$ cat src/rtl/adc_reader_if.sv
// Bus interface for adc_reader: the ADC request/ready/data handshake, burst
// control and status, and the read port of the capture buffer.
// The master modport is taken by adc_reader. The slave modport is the
// environment, which is the ADC plus whatever drains the buffer.
interface adc_reader_if #(
  parameter int DEPTH = 32
);
  localparam int CW = $clog2(DEPTH) + 1;

  logic          start;
  logic          req;
  logic          rdy;
  logic [7:0]    dat;
  logic          busy;
  logic          done;
  logic [CW-1:0] count;
  logic          rd_en;
  logic [7:0]    rd_data;
  logic          empty;
  logic          full;

  modport master (
    input  start, rdy, dat, rd_en,
    output req, busy, done, count, rd_data, empty, full
  );

  modport slave (
    output start, rdy, dat, rd_en,
    input  req, busy, done, count, rd_data, empty, full
  );
endinterface

$ cat src/rtl/adc_reader.sv
// adc_reader: captures a burst of ADC samples into a circular FIFO.
// A start pulse arms the reader. Each sample is requested with one rising
// edge on req. The ADC's rdy is synchronised into the clk domain. The burst
// ends on an 8'hFF terminator, when DEPTH samples have been taken, or when
// the buffer fills.
// Optional feature: define ADC_READER_TIMEOUT_EN to bound each wait for rdy
// to TIMEOUT cycles. This also adds the timeout_err output.
module adc_reader #(
  parameter int DEPTH   = 32,
  parameter int TIMEOUT = 255
) (
  input  logic         clk,
  input  logic         rst,
  adc_reader_if.master io_bus
`ifdef ADC_READER_TIMEOUT_EN
  ,
  output logic         timeout_err
`endif
);

  localparam int AW = $clog2(DEPTH);
  localparam int PW = AW + 1;
  localparam int CW = AW + 1;
  localparam logic [CW-1:0] DEPTH_C = CW'(DEPTH);

  // Reject configurations the pointer arithmetic cannot support.
  if ((DEPTH < 2) || ((DEPTH & (DEPTH - 1)) != 0)) begin : g_depth_check
    $error("adc_reader: DEPTH must be a power of two >= 2");
  end
  if (TIMEOUT < 1) begin : g_timeout_check
    $error("adc_reader: TIMEOUT must be >= 1");
  end

  typedef enum logic [2:0] {IDLE, ARM, WAIT, CAPTURE, DONE} state_t;

  state_t        r_state;
  logic          r_req;
  logic          r_busy;
  logic          r_done;
  logic [CW-1:0] r_count;
  logic          r_dwell;     // set once WAIT has lasted one full cycle
  logic          r_rdy_m;
  logic          r_rdy_s;
  logic [PW-1:0] r_wr_ptr;
  logic [PW-1:0] r_rd_ptr;
  logic [7:0]    r_rd_data;
  logic [7:0]    r_mem [DEPTH];

`ifdef ADC_READER_TIMEOUT_EN
  localparam int TW = $clog2(TIMEOUT + 1);
  logic [TW-1:0] r_wait_cnt;
  logic          r_timeout_err;
`endif

  logic          w_empty;
  logic          w_full;
  logic          w_capture;
  logic          w_pop;
  logic          w_clear;
  logic [PW-1:0] w_occ;
  logic          w_will_full;
  logic [CW-1:0] w_count_inc;
  logic          w_last;

  assign w_empty     = (r_wr_ptr == r_rd_ptr);
  assign w_full      = (r_wr_ptr[AW] != r_rd_ptr[AW]) &&
                       (r_wr_ptr[AW-1:0] == r_rd_ptr[AW-1:0]);
  assign w_capture   = (r_state == CAPTURE);
  assign w_pop       = io_bus.rd_en && !w_empty;
  assign w_clear     = (r_state == IDLE) && io_bus.start;
  assign w_occ       = r_wr_ptr - r_rd_ptr;
  // The buffer fills on this write unless a pop in the same cycle frees a slot.
  assign w_will_full = (w_occ == PW'(DEPTH - 1)) && !w_pop;
  assign w_count_inc = (r_count == DEPTH_C) ? r_count : r_count + 1'b1;
  assign w_last      = (io_bus.dat == 8'hFF) || (w_count_inc == DEPTH_C) || w_will_full;

  // Two-flop synchroniser for the asynchronous rdy. Only r_rdy_s is used below.
  always_ff @(posedge clk) begin
    // NOTE: state is updated with non-blocking assignments, so every flop
    // samples the values from before this edge and evaluation order does not matter.
    if (!rst) begin
      r_rdy_m <= 1'b0;
      r_rdy_s <= 1'b0;
    end else begin
      r_rdy_m <= io_bus.rdy;
      r_rdy_s <= r_rdy_m;
    end
  end

  // Burst control FSM. req/busy/done are registered alongside the state.
  always_ff @(posedge clk) begin
    if (!rst) begin
      r_state <= IDLE;
      r_req   <= 1'b0;
      r_busy  <= 1'b0;
      r_done  <= 1'b0;
      r_count <= '0;
      r_dwell <= 1'b0;
`ifdef ADC_READER_TIMEOUT_EN
      r_wait_cnt    <= '0;
      r_timeout_err <= 1'b0;
`endif
    end else begin
      r_done <= 1'b0;
      case (r_state)
        IDLE: begin
          if (io_bus.start) begin
            r_state <= ARM;
            r_req   <= 1'b1;
            r_busy  <= 1'b1;
            r_count <= '0;
`ifdef ADC_READER_TIMEOUT_EN
            r_timeout_err <= 1'b0;
`endif
          end
        end
        ARM: begin
          r_state <= WAIT;
          r_dwell <= 1'b0;
`ifdef ADC_READER_TIMEOUT_EN
          r_wait_cnt <= '0;
`endif
        end
        WAIT: begin
          r_dwell <= 1'b1;
`ifdef ADC_READER_TIMEOUT_EN
          r_wait_cnt <= r_wait_cnt + 1'b1;
`endif
          // The two-cycle minimum lets rdy_s from the previous sample drain first.
          if (r_dwell && r_rdy_s) begin
            r_state <= CAPTURE;
            r_req   <= 1'b0;
          end
`ifdef ADC_READER_TIMEOUT_EN
          else if (r_wait_cnt == TW'(TIMEOUT - 1)) begin
            r_state       <= DONE;
            r_req         <= 1'b0;
            r_done        <= 1'b1;
            r_timeout_err <= 1'b1;
          end
`endif
        end
        CAPTURE: begin
          r_count <= w_count_inc;
          if (w_last) begin
            r_state <= DONE;
            r_done  <= 1'b1;
          end else begin
            r_state <= ARM;
            r_req   <= 1'b1;
          end
        end
        DONE: begin
          r_state <= IDLE;
          r_busy  <= 1'b0;
        end
        default: begin
          r_state <= IDLE;
          r_req   <= 1'b0;
          r_busy  <= 1'b0;
        end
      endcase
    end
  end

  // FIFO pointers and registered read data. start empties the buffer.
  always_ff @(posedge clk) begin
    if (!rst) begin
      r_wr_ptr  <= '0;
      r_rd_ptr  <= '0;
      r_rd_data <= 8'h00;
    end else if (w_clear) begin
      r_wr_ptr <= '0;
      r_rd_ptr <= '0;
    end else begin
      if (w_capture) begin
        r_wr_ptr <= r_wr_ptr + 1'b1;
      end
      if (w_pop) begin
        r_rd_data <= r_mem[r_rd_ptr[AW-1:0]];
        r_rd_ptr  <= r_rd_ptr + 1'b1;
      end
    end
  end

  // Sample storage. The write slot is always free when CAPTURE is reached.
  always_ff @(posedge clk) begin
    // NOTE: the storage array has no reset. Empty/full come from the pointers,
    // so stale contents are never observable, and a reset-free array can map onto RAM.
    if (w_capture) begin
      r_mem[r_wr_ptr[AW-1:0]] <= io_bus.dat;
    end
  end

  assign io_bus.req     = r_req;
  assign io_bus.busy    = r_busy;
  assign io_bus.done    = r_done;
  assign io_bus.count   = r_count;
  assign io_bus.rd_data = r_rd_data;
  assign io_bus.empty   = w_empty;
  assign io_bus.full    = w_full;

`ifdef ADC_READER_TIMEOUT_EN
  assign timeout_err = r_timeout_err;
`endif

endmodule

$ cat src/flat_wrapper.sv
// flat-port wrapper written by rule: the top's interface ports become plain ports
module adc_reader_flat 
#(
  parameter int DEPTH   = 32,
  parameter int TIMEOUT = 255
)
  (clk, rst, io_bus_start, io_bus_rdy, io_bus_dat, io_bus_rd_en, io_bus_req, io_bus_busy, io_bus_done, io_bus_count, io_bus_rd_data, io_bus_empty, io_bus_full);
  adc_reader_if #(.DEPTH(DEPTH)) io_bus_i ();
  input  logic clk;
  input  logic rst;
  input wire logic [$bits(io_bus_i.start)-1:0] io_bus_start;
  input wire logic [$bits(io_bus_i.rdy)-1:0] io_bus_rdy;
  input wire logic [$bits(io_bus_i.dat)-1:0] io_bus_dat;
  input wire logic [$bits(io_bus_i.rd_en)-1:0] io_bus_rd_en;
  output wire logic [$bits(io_bus_i.req)-1:0] io_bus_req;
  output wire logic [$bits(io_bus_i.busy)-1:0] io_bus_busy;
  output wire logic [$bits(io_bus_i.done)-1:0] io_bus_done;
  output wire logic [$bits(io_bus_i.count)-1:0] io_bus_count;
  output wire logic [$bits(io_bus_i.rd_data)-1:0] io_bus_rd_data;
  output wire logic [$bits(io_bus_i.empty)-1:0] io_bus_empty;
  output wire logic [$bits(io_bus_i.full)-1:0] io_bus_full;
  assign io_bus_i.start = io_bus_start;
  assign io_bus_i.rdy = io_bus_rdy;
  assign io_bus_i.dat = io_bus_dat;
  assign io_bus_i.rd_en = io_bus_rd_en;
  assign io_bus_req = io_bus_i.req;
  assign io_bus_busy = io_bus_i.busy;
  assign io_bus_done = io_bus_i.done;
  assign io_bus_count = io_bus_i.count;
  assign io_bus_rd_data = io_bus_i.rd_data;
  assign io_bus_empty = io_bus_i.empty;
  assign io_bus_full = io_bus_i.full;
  adc_reader #(.DEPTH(DEPTH), .TIMEOUT(TIMEOUT)) u_core (.clk(clk), .rst(rst), .io_bus(io_bus_i));
endmodule
$ cat config.mk
export PLATFORM = sky130hd
export DESIGN_NAME = adc_reader_flat
export DESIGN_NICKNAME = d
export VERILOG_FILES = /design/src/rtl/adc_reader_if.sv /design/src/rtl/adc_reader.sv /design/src/flat_wrapper.sv
export SDC_FILE = /design/constraint.sdc
export NUM_CORES = 1
export LEC_CHECK = 0
export CAP_MARGIN = 20
export CORE_UTILIZATION = 50
export CTS_CLUSTER_DIAMETER = 100
export CTS_CLUSTER_SIZE = 8
export DETAILED_ROUTE_END_ITERATION = 16
export GPL_ROUTABILITY_DRIVEN = 0
export PLACE_DENSITY = 0.68
export SYNTH_ARGS = -nofsm -noshare
export SYNTH_HDL_FRONTEND = slang
export SYNTH_SLANG_ARGS = --single-unit
$ cat constraint.sdc
create_clock -name clk -period 7.6 [get_ports clk]
set_input_delay 1.9 -clock clk [delete_from_list [all_inputs] [get_ports clk]]
set_output_delay 1.9 -clock clk [all_outputs]
set_load 0.1 [all_outputs]
==> impl_metrics.tcl <==
set metrics [dict create \
    worstSkewPairLatency_ps 530 \
    drc 0 \
    max_freq_mhz 159 \
    row_count 55 \
    post-cts-setup-buffers 0 \
    crit_type "reg -> out" \
    arrival_ps 4400 \
    wl_per_cell_um 24.2 \
    final_max_slew_viol_count 0 \
    grt_max_degree 69 \
    crit_buf_inv 2 \
    endpoint "io_bus_full" \
    slowest_stage "clkdlybuf4s50_1" \
    syn_nets 689 \
    synth_area_mm2 0.0117 \
    area_delta_synth_final_pct 15.5 \
    clock_path_buffers 3 \
    place_area_mm2 0.0124 \
    cts_hold_buffers 0 \
    cts_repair_resize_count 0 \
    critPathLaunch "u_core.r_rd_ptr[2]" \
    synth_cell_type_count 47 \
    dp_cells 986 \
    synth_compound_area_share_pct 3.49 \
    ant_nets 0 \
    final_area_mm2 0.0135 \
    final.setup.tns_ps 0 \
    stdcell_count 1055 \
    cts_tree "yes" \
    yosys_most_used_dff "edfxtp_1" \
    port_buffers 31 \
    netlist_instances 663 \
    async_reset_ff_share_pct 0 \
    grt_pass1_vias 6309 \
    clockRootBuffer "clkbuf_16" \
    endpoint_kind "primary output" \
    dp_hpwl_um 15600 \
    yosysWarnings 0 \
    synth_mux_area_share_pct 14.0 \
    reg2reg_slack_ps 3870 \
    required_ps 5700 \
    drive_gt1_share_pct 18.5 \
    synth_seq_cells 291 \
    r2r-start "u_core.r_rd_ptr[2]" \
    crit_family "buffers and inverters" \
    hold_violations 0 \
    pre_cts_ws_ps 1940 \
    setup_viol 0 \
    synth_edf_count 256 \
    skew_ps 19.8 \
    grt_antenna_before_repair 0 \
    core_mm2 0.0228 \
    routed_wl_um 25500 \
    crit_fanout 27 \
    p_per_area_mw_per_mm2 261 \
    tightest_slew_ps 1010 \
    synth-xor-area-share_pct 1.12 \
    start_util_pct 51.3 \
    hp-class "reg -> reg" \
    vdd_drop_max_mv 0.218 \
    chipWidth_um 155 \
    min_from "u_core.r_rdy_m" \
    setup_slack_ps 1300 \
    overflow 0 \
    grt_util_all_layers_pct 22.2 \
    numCtsBuffers 42 \
    synth_area_per_cell_um2 17.7 \
    nNetsFinal 744 \
    rsz0062_at_grt "false" \
    synth_fa_ha_area_share_pct 1.45 \
    grt_pass1_wl_um 38700 \
    relSlewSlack_pct 32.8 \
    critPathMaxStageDelay_ps 1150 \
    dr.pass1.iters 5 \
    r2r_end "u_core.io_bus.rd_data[2]" \
    path_depth 6 \
    maxCapViolations 0 \
    finalCritPeriodShare_pct 82.8 \
    vias 6344 \
    cts.reportedPaths.clkPinSlew_ps 50 \
    die_h_um 155 \
    ioPinCount 32 \
    p_leak_nw 4.21 \
    worst-r2r-cell-count 7 \
    via_per_inst 6.01 \
    nFillCells 1696 \
    crit_chain "clkinv_1 -> ha_1 -> and3_1 -> nand3_1 -> nor2_1 -> clkdlybuf4s50_1" \
    die-area_mm2 0.0241 \
    diodes 0 \
    yosysSeqAreaShare_pct 71.5 \
    cts_sinks 291 \
    synth_simple_gate_area_share_pct 6.65 \
    startpoint_type "flop" \
    h-tree-depth 2 \
    outcome "finished, final reports clean" \
    fin_crit_ps 6300 \
    synth_top_family_by_area "multiplexers" \
    first_iter_violations 865 \
]
==> stage by stage <==
stage / hold WS [ps] / power (W) / util [%]
6_report: 432 / 0.00354 / 59.3
5_1_grt: 462 / 0.00364 / 59.3
4_1_cts: 437 / 0.00356 / 59.2
3_5_place_dp: 432 / 0.00190 / 54.1
3_3_place_gp: 428 / 0.00189 / 54.1
2_1_floorplan: 412 / 0.00185 / -
==> how the worst min path moves through the flow <==
stage	slack, ps	endpoint	depth (start not counted)
floorplan	410	u_core.r_rdy_s	1
detailed placement	430	u_core.r_rdy_s	1
finish	430	u_core.r_rdy_s	1
global route	460	u_core.r_rdy_s	1
global placement	430	u_core.r_rdy_s	1
CTS	440	u_core.r_rdy_s	1
==> cell usage in the layout, fill, tap and decap left out, types with 6 or more instances in the layout <==
cell type and n:
a21oi_1 14, a211oi_1 7, mux4_2 69, inv_1 10, o2111ai_1 6, ha_1 12, nand3_1 11, xnor2_1 12
o21ai_0 10, dfxtp_1 33, clkdlybuf4s50_1 31, and2_1 12, edfxtp_1 256, buf_4 10, nand2_1 44, nor2_1 58
clkbuf_1 23, clkbuf_16 42, nand4_1 8
==> sequential cells by signal (all words and copies together), names as in the netlist <==
register               count
u_core.r_dwell             1
u_core.r_rd_ptr            6
u_core.io_bus.busy         1
u_core.r_rdy_m             1
u_core.r_mem             256
u_core.r_rdy_s             1
u_core.io_bus.count        6
u_core.io_bus.done         1
u_core.r_wr_ptr            6
u_core.io_bus.rd_data      8
u_core.io_bus.req          1
u_core.r_state             3
==> power by group <==
part | internal [W] | total (W) | switching [W]
Sequential | 0.00175 | 0.00176 | 0.00000953
Combinational | 0.0000352 | 0.000112 | 0.0000769
Clock | 0.00102 | 0.00167 | 0.000649
==> cells by family (layout without fill, tap and decap cells) <==
logic type	Yosys count	after routing
AO/OA/AOI/OAI	60	60
XOR/XNOR	15	15
adder cells (fa/ha/maj)	13	13
buffers and inverters	44	123
flip-flops	291	291
multiplexers	73	73
AND/OR/NAND/NOR	167	167
==> area by class of cell <==
class                           count  area [um2]  area share, %
Clock inverter                      3        43.8          0.323
Clock buffer                       65        1140           8.40
Tap cell                          313         392           2.89
Sequential cell                   291        8390           62.0
Timing Repair Buffer               42         399           2.95
Multi-Input combinational cell    328        3130           23.1
Inverter                           13        48.8          0.360
==> per-layer routing <==
| layer | vias up | GRT usage [%] | routed length [um] | part of all wire [%] |
|---|---|---|---|---|
| li1 | 2747 | - | - | - |
| met1 | 3304 | 32.8 | 11400 | 45 |
| met2 | 249 | 33.3 | 11900 | 46 |
| met3 | 44 | 4.29 | 1670 | 6.5 |
| met4 | 0 | 7.64 | 564 | 2.2 |
| met5 | - | 0 | 0 | 0 |
==> worst register-to-register path: stages (launching register included) <==
cell      delay (ps)
dfxtp_1          940
clkinv_1         730
ha_1             560
and3_1           220
nand4_1          130
nand2_1          220
or2_2            410
o41ai_1          410
==> synth_stat cells, types with 2 or more instances <==
| cell type | n | area (um2) |
|---|---|---|
| nor2_1 | 58 | 218 |
| and3_1 | 4 | 25.0 |
| a211oi_1 | 7 | 52.6 |
| inv_2 | 2 | 7.51 |
| mux4_2 | 69 | 1550 |
| nand3_1 | 11 | 55.1 |
| nand2b_1 | 2 | 12.5 |
| or3_1 | 3 | 18.8 |
| o2111ai_1 | 6 | 52.6 |
| nor2b_1 | 4 | 25.0 |
| o41ai_1 | 5 | 43.8 |
| and2_0 | 3 | 18.8 |
| nand4_1 | 8 | 50.1 |
| inv_1 | 10 | 37.5 |
| a2111oi_0 | 5 | 43.8 |
| buf_4 | 2 | 15.0 |
| o21a_1 | 4 | 30.0 |
| ha_1 | 12 | 150 |
| buf_2 | 7 | 35.0 |
| buf_1 | 3 | 11.3 |
| xnor2_1 | 12 | 105 |
| mux4_1 | 3 | 78.8 |
| edfxtp_1 | 256 | 7690 |
| dfxtp_1 | 35 | 701 |
| xor2_1 | 3 | 26.3 |
| a31oi_1 | 2 | 12.5 |
| a21o_1 | 2 | 15.0 |
| nor3_1 | 4 | 20.0 |
| clkbuf_1 | 17 | 63.8 |
| nand3b_1 | 3 | 22.5 |
| or3b_2 | 2 | 17.5 |
| or2_2 | 5 | 31.3 |
| nand2_1 | 44 | 165 |
| nor4_1 | 4 | 25.0 |
| and2_1 | 12 | 75.1 |
| a21oi_1 | 14 | 70.1 |
| o21ai_0 | 10 | 50.1 |
Note: power is estimated with default switching activity, not from simulation.
